<file path="src/rtl/out_port_seg_ctrl_pkg.sv">
// out_port_seg_pkg: shared FSM states, segment patterns and conversion length.
package out_port_seg_pkg;
    typedef enum logic [1:0] {IDLE, LOAD, SHIFT, WRITE} state_t;
    localparam int ITERS = 7;
    localparam logic [0:9][6:0] SEG_DIGIT = {
        7'b1000000, 7'b1111001, 7'b0100100, 7'b0110000, 7'b0011001,
        7'b0010010, 7'b0000010, 7'b1111000, 7'b0000000, 7'b0010000
    };
    localparam logic [6:0] SEG_DASH  = 7'b0111111;
    localparam logic [6:0] SEG_BLANK = 7'b1111111;
    localparam logic [6:0] SEG_RESET = 7'b1000000;
endpackage

</file>
<file path="src/rtl/out_port_seg_ctrl_if.sv">
// out_port_seg_ctrl_if: CPU output-port handshakes plus the HEX digit bus.
interface out_port_seg_ctrl_if;
    logic        req0, req1, ack0, ack1, busy;
    logic [31:0] val0, val1;
    logic [6:0]  HEX0, HEX1, HEX2, HEX3;
    modport master (output req0, val0, req1, val1,
                    input  ack0, ack1, busy, HEX0, HEX1, HEX2, HEX3);
    modport slave  (input  req0, val0, req1, val1,
                    output ack0, ack1, busy, HEX0, HEX1, HEX2, HEX3);
endinterface

</file>
<file path="src/rtl/out_port_seg_ctrl_seg7_decode.sv">
// seg7_decode: BCD nibble to active-low gfedcba pattern; non-decimal nibbles blank.
module seg7_decode
    import out_port_seg_pkg::*;
(
    input  logic [3:0] digit,
    output logic [6:0] seg
);
    assign seg = (digit <= 4'd9) ? SEG_DIGIT[digit] : SEG_BLANK;
endmodule

</file>
<file path="src/rtl/out_port_seg_ctrl.sv">
// out_port_seg_ctrl: arbitrates two output ports onto one shift-and-add-3
// converter and registers the decoded digits into the granted HEX pair.
module out_port_seg_ctrl
    import out_port_seg_pkg::*;
#(
    parameter bit DASH_ON_OVF = 1'b1
) (
    input logic               clock,
    input logic               reset,
    out_port_seg_ctrl_if.slave bus
);
    state_t      state, next;
    logic        grant, last, pick, ovf, dash;
    logic [6:0]  bin, tens_seg, ones_seg;
    logic [7:0]  bcd, adj;
    logic [2:0]  iter;
    logic [31:0] val;

    // A tie goes to the port that was not granted last time.
    assign pick = (bus.req0 && bus.req1) ? ~last : bus.req1;
    assign val  = grant ? bus.val1 : bus.val0;
    assign adj  = {(bcd[7:4] >= 4'd5) ? bcd[7:4] + 4'd3 : bcd[7:4],
                   (bcd[3:0] >= 4'd5) ? bcd[3:0] + 4'd3 : bcd[3:0]};
    assign dash = ovf && DASH_ON_OVF;

    seg7_decode u_tens (.digit(bcd[7:4]), .seg(tens_seg));
    seg7_decode u_ones (.digit(bcd[3:0]), .seg(ones_seg));

    always_comb begin
        next     = state;
        bus.ack0 = 1'b0;
        bus.ack1 = 1'b0;
        bus.busy = state != IDLE;
        case (state)
            IDLE:  next = (bus.req0 || bus.req1) ? LOAD : IDLE;
            LOAD: begin
                next     = SHIFT;
                bus.ack0 = ~grant;
                bus.ack1 = grant;
            end
            SHIFT: next = (iter == 3'(ITERS - 1)) ? WRITE : SHIFT;
            WRITE: next = IDLE;
            default: next = IDLE;
        endcase
    end

    always_ff @(posedge clock or posedge reset) begin
        if (reset) begin
            state   <= IDLE;
            grant   <= 1'b0;
            last    <= 1'b1;
            ovf     <= 1'b0;
            bin     <= '0;
            bcd     <= '0;
            iter    <= '0;
            bus.HEX0 <= SEG_RESET;
            bus.HEX1 <= SEG_RESET;
            bus.HEX2 <= SEG_RESET;
            bus.HEX3 <= SEG_RESET;
        end else begin
            state <= next;
            if (state == IDLE && (bus.req0 || bus.req1))
                grant <= pick;
            if (state == LOAD) begin
                bin  <= val[6:0];
                ovf  <= val > 32'd99;
                bcd  <= '0;
                iter <= '0;
                last <= grant;
            end
            if (state == SHIFT) begin
                {bcd, bin} <= {adj[6:0], bin, 1'b0};
                iter       <= iter + 3'd1;
            end
            if (state == WRITE && !grant) begin
                bus.HEX1 <= dash ? SEG_DASH : tens_seg;
                bus.HEX0 <= dash ? SEG_DASH : ones_seg;
            end
            if (state == WRITE && grant) begin
                bus.HEX3 <= dash ? SEG_DASH : tens_seg;
                bus.HEX2 <= dash ? SEG_DASH : ones_seg;
            end
        end
    end
endmodule

</file>
<file path="src/flat_wrapper.sv">
// flat-port wrapper written by rule: the top's interface ports become plain ports
module out_port_seg_ctrl_flat import out_port_seg_pkg::*;
#(
    parameter bit DASH_ON_OVF = 1'b1
)
  (clock, reset, bus_req0, bus_val0, bus_req1, bus_val1, bus_ack0, bus_ack1, bus_busy, bus_HEX0, bus_HEX1, bus_HEX2, bus_HEX3);
  out_port_seg_ctrl_if bus_i ();
  input logic clock;
  input logic reset;
  input wire logic [$bits(bus_i.req0)-1:0] bus_req0;
  input wire logic [$bits(bus_i.val0)-1:0] bus_val0;
  input wire logic [$bits(bus_i.req1)-1:0] bus_req1;
  input wire logic [$bits(bus_i.val1)-1:0] bus_val1;
  output wire logic [$bits(bus_i.ack0)-1:0] bus_ack0;
  output wire logic [$bits(bus_i.ack1)-1:0] bus_ack1;
  output wire logic [$bits(bus_i.busy)-1:0] bus_busy;
  output wire logic [$bits(bus_i.HEX0)-1:0] bus_HEX0;
  output wire logic [$bits(bus_i.HEX1)-1:0] bus_HEX1;
  output wire logic [$bits(bus_i.HEX2)-1:0] bus_HEX2;
  output wire logic [$bits(bus_i.HEX3)-1:0] bus_HEX3;
  assign bus_i.req0 = bus_req0;
  assign bus_i.val0 = bus_val0;
  assign bus_i.req1 = bus_req1;
  assign bus_i.val1 = bus_val1;
  assign bus_ack0 = bus_i.ack0;
  assign bus_ack1 = bus_i.ack1;
  assign bus_busy = bus_i.busy;
  assign bus_HEX0 = bus_i.HEX0;
  assign bus_HEX1 = bus_i.HEX1;
  assign bus_HEX2 = bus_i.HEX2;
  assign bus_HEX3 = bus_i.HEX3;
  out_port_seg_ctrl #(.DASH_ON_OVF(DASH_ON_OVF)) u_core (.clock(clock), .reset(reset), .bus(bus_i));
endmodule
</file>
<file path="config.mk">
export PLATFORM = sky130hd
export DESIGN_NAME = out_port_seg_ctrl_flat
export DESIGN_NICKNAME = d
export VERILOG_FILES = /design/src/rtl/out_port_seg_ctrl_pkg.sv /design/src/rtl/out_port_seg_ctrl_if.sv /design/src/rtl/out_port_seg_ctrl_seg7_decode.sv /design/src/rtl/out_port_seg_ctrl.sv /design/src/flat_wrapper.sv
export SDC_FILE = /design/constraint.sdc
export NUM_CORES = 1
export LEC_CHECK = 0
export BUFFER_PORTS_ARGS = -buffer_cell sky130_fd_sc_hd__buf_2
export CAP_MARGIN = 20
export CELL_PAD_IN_SITES_DETAIL_PLACEMENT = 0
export CELL_PAD_IN_SITES_GLOBAL_PLACEMENT = 2
export CORE_MARGIN = 2
export CORE_UTILIZATION = 31
export DETAILED_ROUTE_END_ITERATION = 10
export GPL_TIMING_DRIVEN = 1
export PLACE_DENSITY_LB_ADDON = 0.1
export REMOVE_ABC_BUFFERS = 1
export SYNTH_ARGS = -nofsm -noshare
export SYNTH_HDL_FRONTEND = slang
export SYNTH_SLANG_ARGS = --single-unit
</file>
<file path="constraint.sdc">
create_clock -name clock -period 2.57 [get_ports clock]
set_input_delay 0.1285 -clock clock [delete_from_list [all_inputs] [get_ports clock]]
set_output_delay 0.1285 -clock clock [all_outputs]
set_load 0.005 [all_outputs]
</file>
==> results.sh, run 1 <==
export IMPL_p_total_mw=3.33
export IMPL_status="completed"
export IMPL_hp_class="in2reg"
export IMPL_clkTransAtPathRegs_ns=0.09
export IMPL_cts_path_max_buffers=2
export IMPL_synth_top_family_by_area="compound AO/OA/AOI/OAI gates"
export IMPL_fin_crit_ns=1.90
export IMPL_crit_arrival_ns=2.10
export IMPL_ys_warnings_count=0
export IMPL_synth_adder_area_share=0.0723
export IMPL_area_growth_pct=24.2
export IMPL_muxShareOfSynthArea=0.0723
export IMPL_grtUsageTotal=0.139
export IMPL_synthSimpleGateAreaFrac=0.155
export IMPL_placed_cells=487
export IMPL_cts_tree="done"
export IMPL_synthArstFlopShare=1.00
export IMPL_antenna_found_initial=0
export IMPL_synthTopCellsByArea="dfrtp_1 42%, o21ai_0 8.7%, ha_1 7.2%, nand2_1 6.0%, dfstp_2 4.7%"
export IMPL_synth_xor_area_share=0.00632
export IMPL_register_area_sq_um=1280
export IMPL_dieArea_sq_um=9710
export IMPL_post_drt_wl_per_cell_um=13.1
export IMPL_cts_sinks=51
export IMPL_die_x_um=98.5
export IMPL_whs_path_depth=3
export IMPL_setup_viol=0
export IMPL_max_slew_margin=0.489
export IMPL_die_h_um=98.5
export IMPL_grt_pass1_vias=2290
export IMPL_root_buffer="clkbuf_8"
export IMPL_worstReg2RegStart="u_core.state[0]"
export IMPL_drive_gt1_frac=0.327
export IMPL_netlist_area_sq_um=2770
export IMPL_grt_setup_unrepaired="false"
export IMPL_synth_compound_gate_area_share=0.181
export IMPL_avgSynthCellArea_sq_um=9.39
export IMPL_crit_type="reg2reg"
export IMPL_synth_top_cell_by_area="dfrtp_1"
export IMPL_avgViaCountPerCell=4.69
export IMPL_fmax_mhz=527
export IMPL_layout_nets=471
export IMPL_r2r_slack_ns=0.67
export IMPL_grt_max_degree=31
export IMPL_p_per_area_nw_per_um2=969
export IMPL_critical_path_max_stage_delay_ns=0.78
export IMPL_remaining_drc_errors=0
export IMPL_nFillCells=940
export IMPL_crit_required_ns=2.78
export IMPL_cap_violations=0
export IMPL_setup_tns_ns=0
export IMPL_grt_pass1_wl_um=11000
export IMPL_ys_seq_area_frac=0.463
export IMPL_instances_no_fill=496
export IMPL_synth_common_cells="48 x o21ai_0, 46 x dfrtp_1, 44 x nand2_1, 17 x nor2_1, 16 x ha_1"
export IMPL_io_pins=99
export IMPL_yosysMostFrequentCell="o21ai_0"
export IMPL_multi_input_area_sq_um=1350
export IMPL_crit_slowest_cell="ha_1"
export IMPL_dr_pass1_iters=4
export IMPL_crit_chain="inv_1 -> ha_1 -> nand2_1 -> o22ai_1"
export IMPL_cts_buffers=5
export IMPL_max_vdd_ir_drop_v=0.000381
export IMPL_cp_end_kind="flip-flop"
export IMPL_ys_seq_elements=51
export IMPL_yosysTopAreaCellShare=0.416
export IMPL_coreArea_sq_um=8680
export IMPL_min_delay_start="bus_req1"
export IMPL_reg2reg_to="u_core.bcd[1]"
export IMPL_syn_inst=295
export IMPL_synth_edf_count=0
export IMPL_dp_hpwl_um=4870
export IMPL_hold_violations=0
export IMPL_wirelength_um=6520
export IMPL_whs_ns=0.0997
export IMPL_worstSkewPairLatency_ns=0.30
export IMPL_final_max_slew_viol_count=0
export IMPL_drt_initial_drc_count=35
export IMPL_place_area_sq_um=3340
export IMPL_holdPathEnd="u_core.state[0]"
export IMPL_yosys_most_used_dff="dfrtp_1"
export IMPL_grt_ovfl_total=0
export IMPL_post_route_period_util=0.738
export IMPL_worst_pin_slew_ns=0.766
export IMPL_rows=34
export IMPL_diodes=0
export IMPL_post_cts_buffers=0
export IMPL_h_tree_depth=2
export IMPL_drtAntennaViolNets=0
export IMPL_crit_fanout=24
export IMPL_p_leak_nw=1.69
export IMPL_synth_cell_types=38
export IMPL_place_congestion=0.749
export IMPL_portBuffers=98
export IMPL_skew_ns=0.0127
export IMPL_crit_path_start_kind="flip-flop"
export IMPL_final_cell_area_sq_um=3440
export IMPL_start_util=0.319
export IMPL_rr_worst_depth=4
export IMPL_routed_via_count=2325
==> timing repair <==
action / 4_1_cts / 5_1_grt
hold buffers: 1 / 0
endpoints found under the hold margin: 20 / 0
gates resized for setup: 0 / 0
==> kinds of logic (layout without fill, tap and decap cells) <==
| logic type | after synthesis | count (layout) |
|---|---|---|
| DFF | 51 | 51 |
| AOI/OAI and AO/OA | 83 | 83 |
| buffers and inverters | 32 | 125 |
| muxes | 19 | 19 |
| and+or+nand+nor | 92 | 92 |
| adders and majority gates | 16 | 16 |
| xor gates and xnor gates | 2 | 2 |
==> worst max-delay path by stage <==
stage / cells past startpoint / slack [ns] / end / start
after global routing: 4 / 0.52 / u_core.bcd[2] / u_core.state[0]
after detailed placement: 4 / 0.70 / u_core.bcd[1] / u_core.state[0]
after CTS: 4 / 0.68 / u_core.bcd[1] / u_core.state[0]
after global placement: 4 / 0.80 / u_core.bcd[5] / u_core.state[0]
final: 4 / 0.67 / u_core.bcd[1] / u_core.state[0]
after floorplan: 3 / 0.98 / u_core.dash / u_core.grant
==> where the power goes <==
group	internal, mW	switching [mW]	leakage (nW)
Sequential	1.14	0.240	0.611
Combinational	0.681	0.775	1.03
Clock	0.221	0.273	0.0484
Total	2.04	1.29	1.69
==> worst max-delay path: cells and delay by family, from the launching register on <==
family / cells / cell delay, ns
compound gates: 1 / 0.22
fa+ha+maj: 1 / 0.78
buf+inv: 1 / 0.07
flops: 1 / 0.39
simple gates: 1 / 0.34
==> state kept, by name, indices dropped and copies added (netlist names) <==
signal and cells:
u_core.bcd 8, u_core.bin 7, u_core.bus.HEX0 7, u_core.bus.HEX1 7
u_core.bus.HEX2 7, u_core.bus.HEX3 7, u_core.iter 3, u_core.state 2
u_core.dash 1, u_core.grant 1, u_core.last 1
==> cell type report <==
cell class | instances | share of cell area
Clock buffer | 7 | 0.0251
Clock inverter | 1 | 0.00255
Tap cell | 108 | 0.0393
Sequential cell | 51 | 0.373
Multi-Input combinational cell | 212 | 0.392
Inverter | 15 | 0.0164
Timing Repair Buffer | 102 | 0.152
==> routing by layer <==
metal / vias to the layer above / global-route usage / share of wire
li1: 1208 / - / -
met1: 1056 / 0.172 / 0.45
met2: 57 / 0.246 / 0.50
met3: 4 / 0.0298 / 0.048
met4: 0 / 0.0316 / 0.0066
met5: - / 0 / 0
==> cell usage in the layout (no fill, tap or decap), types with 4 or more instances in the layout <==
| cell | instances |
|---|---|
| a21oi_1 | 11 |
| and2_1 | 4 |
| buf_2 | 98 |
| clkbuf_8 | 6 |
| dfrtp_1 | 46 |
| dfstp_2 | 5 |
| ha_1 | 16 |
| inv_1 | 14 |
| mux2_2 | 8 |
| mux2i_1 | 11 |
| nand2_1 | 44 |
| nand2b_1 | 4 |
| nand3_1 | 4 |
| nor2_1 | 17 |
| nor4_1 | 6 |
| o21ai_0 | 48 |
| o21ba_2 | 4 |
| o22ai_1 | 6 |
==> metrics by stage <==
step,utilization,setup slack [ns]
2_1_floorplan,-,0.976
3_3_place_gp,0.384,0.797
3_5_place_dp,0.384,0.703
4_1_cts,0.396,0.684
5_1_grt,0.396,0.515
6_report,0.396,0.673
Power figures use the tool's default switching activity.
==> inputs of run 2 (changes only) <==
Settings changed: CORE_UTILIZATION 31 to 26.
Clock period 2.57 ns to 1.65 ns, I/O delays scaled along.
==> results.sh, run 2 (synthesized netlist as in run 1, its figures left out) <==
export IMPL_crit_required_ns=1.83
export IMPL_start_util=0.268
export IMPL_worstSkewPairLatency_ns=0.30
export IMPL_p_leak_nw=1.79
export IMPL_remaining_drc_errors=0
export IMPL_hold_violations=0
export IMPL_h_tree_depth=2
export IMPL_crit_fanout=5
export IMPL_crit_chain="inv_1 -> ha_2 -> nand2b_1 -> a21oi_1 -> mux2i_1 -> o22ai_1"
export IMPL_coreArea_sq_um=10300
export IMPL_grt_setup_unrepaired="false"
export IMPL_crit_type="reg2reg"
export IMPL_grtUsageTotal=0.124
export IMPL_diodes=0
export IMPL_crit_arrival_ns=1.71
export IMPL_max_vdd_ir_drop_v=0.000645
export IMPL_die_h_um=107
export IMPL_largest_reg_flops=8
export IMPL_post_drt_wl_per_cell_um=12.7
export IMPL_post_route_period_util=0.931
export IMPL_cts_path_max_buffers=2
export IMPL_avgViaCountPerCell=4.47
export IMPL_portBuffers=98
export IMPL_p_per_area_nw_per_um2=1500
export IMPL_status="completed"
export IMPL_place_congestion=0.718
export IMPL_layout_common_cells="98 x buf_2, 46 x o21ai_0, 45 x dfrtp_1"
export IMPL_dp_hpwl_um=5150
export IMPL_crit_path_start_kind="flip-flop"
export IMPL_clkTransAtPathRegs_ns=0.09
export IMPL_antenna_found_initial=0
export IMPL_critical_path_max_stage_delay_ns=0.38
export IMPL_grt_max_degree=52
export IMPL_grt_ovfl_total=0
export IMPL_skew_ns=0.00759
export IMPL_final_max_slew_viol_count=0
export IMPL_p_total_mw=5.51
export IMPL_drt_initial_drc_count=64
export IMPL_hp_class="in2reg"
export IMPL_drtAntennaViolNets=0
export IMPL_cap_violations=0
export IMPL_fmax_mhz=651
export IMPL_nFillCells=1095
export IMPL_routed_via_count=2429
export IMPL_cts_tree="done"
export IMPL_max_slew_margin=0.661
export IMPL_wirelength_um=6890
export IMPL_dieArea_sq_um=11500
export IMPL_setup_viol=0
export IMPL_grt_pass1_wl_um=11300
export IMPL_layout_nets=490
export IMPL_layout_commonest_cell="buf_2"
export IMPL_regMostFlops="u_core.bcd"
export IMPL_area_growth_pct=32.8
export IMPL_grt_pass1_vias=2341
export IMPL_die_x_um=107
export IMPL_worst_pin_slew_ns=0.508
export IMPL_cts_sinks=51
export IMPL_dr_pass1_iters=4
export IMPL_root_buffer="clkbuf_8"
export IMPL_cp_end_kind="flip-flop"
export IMPL_cts_buffers=5
export IMPL_io_pins=99
export IMPL_crit_slowest_cell="dfrtp_1"
export IMPL_drive_gt1_frac=0.378
export IMPL_fin_crit_ns=1.54
export IMPL_setup_tns_ns=0
export IMPL_rows=37
## run 2: critical path: cells and delay by family (launching register included)
kind                       cells  cell delay (ns)
AOI/OAI and AO/OA              2             0.34
adders and majority gates      1             0.25
buffers and inverters          1             0.13
DFF                            1             0.38
muxes                          1             0.23
and+or+nand+nor                1             0.08
## run 2: worst paths after layout
kind,from,slack (ns),endpoint,depth (start not counted)
max reg2reg,u_core.bcd[1],0.11,u_core.bcd[2],6
min in group asynchronous,reset,0.37,u_core.bus.HEX0[4],4
max in group asynchronous,reset,0.99,u_core.last,4
min reg2reg,u_core.bus.HEX2[6],0.47,u_core.bus.HEX2[6],2
max,u_core.bcd[1],0.11,u_core.bcd[2],6
min,bus_req1,0.05,u_core.state[0],3
## run 2: per-stage QoR
stage	cells	setup slack [ns]	area, sq um	util	hold WS [ns]
after global placement	533	0.0308	3540	0.343	0.155
after floorplan	278	0.0560	2690	-	0.221
after global routing	543	0.00360	3680	0.356	0.0578
after detailed placement	533	0.0349	3540	0.343	0.158
final	543	0.113	3680	0.356	0.0500
after CTS	542	0.0231	3630	0.352	0.0394
## run 2: cell type report
class / count / area [sq um] / area share
multi-input cells: 212 / 1390 / 0.377
flip-flops and latches: 51 / 1280 / 0.349
repair buffers: 121 / 703 / 0.191
well taps: 136 / 170 / 0.0463
clock buffers: 8 / 80.1 / 0.0218
inverters: 15 / 56.3 / 0.0153
## run 2: repair_timing
item,CTS,global route
endpoints found under the hold margin,46,0
gates resized for setup,0,13
hold buffers,1,0
setup endpoints to repair,0,30
setup buffers,0,1
## run 2: layer usage
layer  vias up  routed length (um)  track usage
met5         -                   0            0
met4         0                  95       0.0371
met3         9                 275       0.0243
met2        57                3360        0.210
met1      1109                3160        0.158
li1       1254                   -            -
## run 2: where the power goes
group	leakage [nW]	internal [mW]	switching (mW)
logic	1.14	1.34	1.37
clock network	0.0395	0.303	0.400
registers	0.610	1.78	0.318
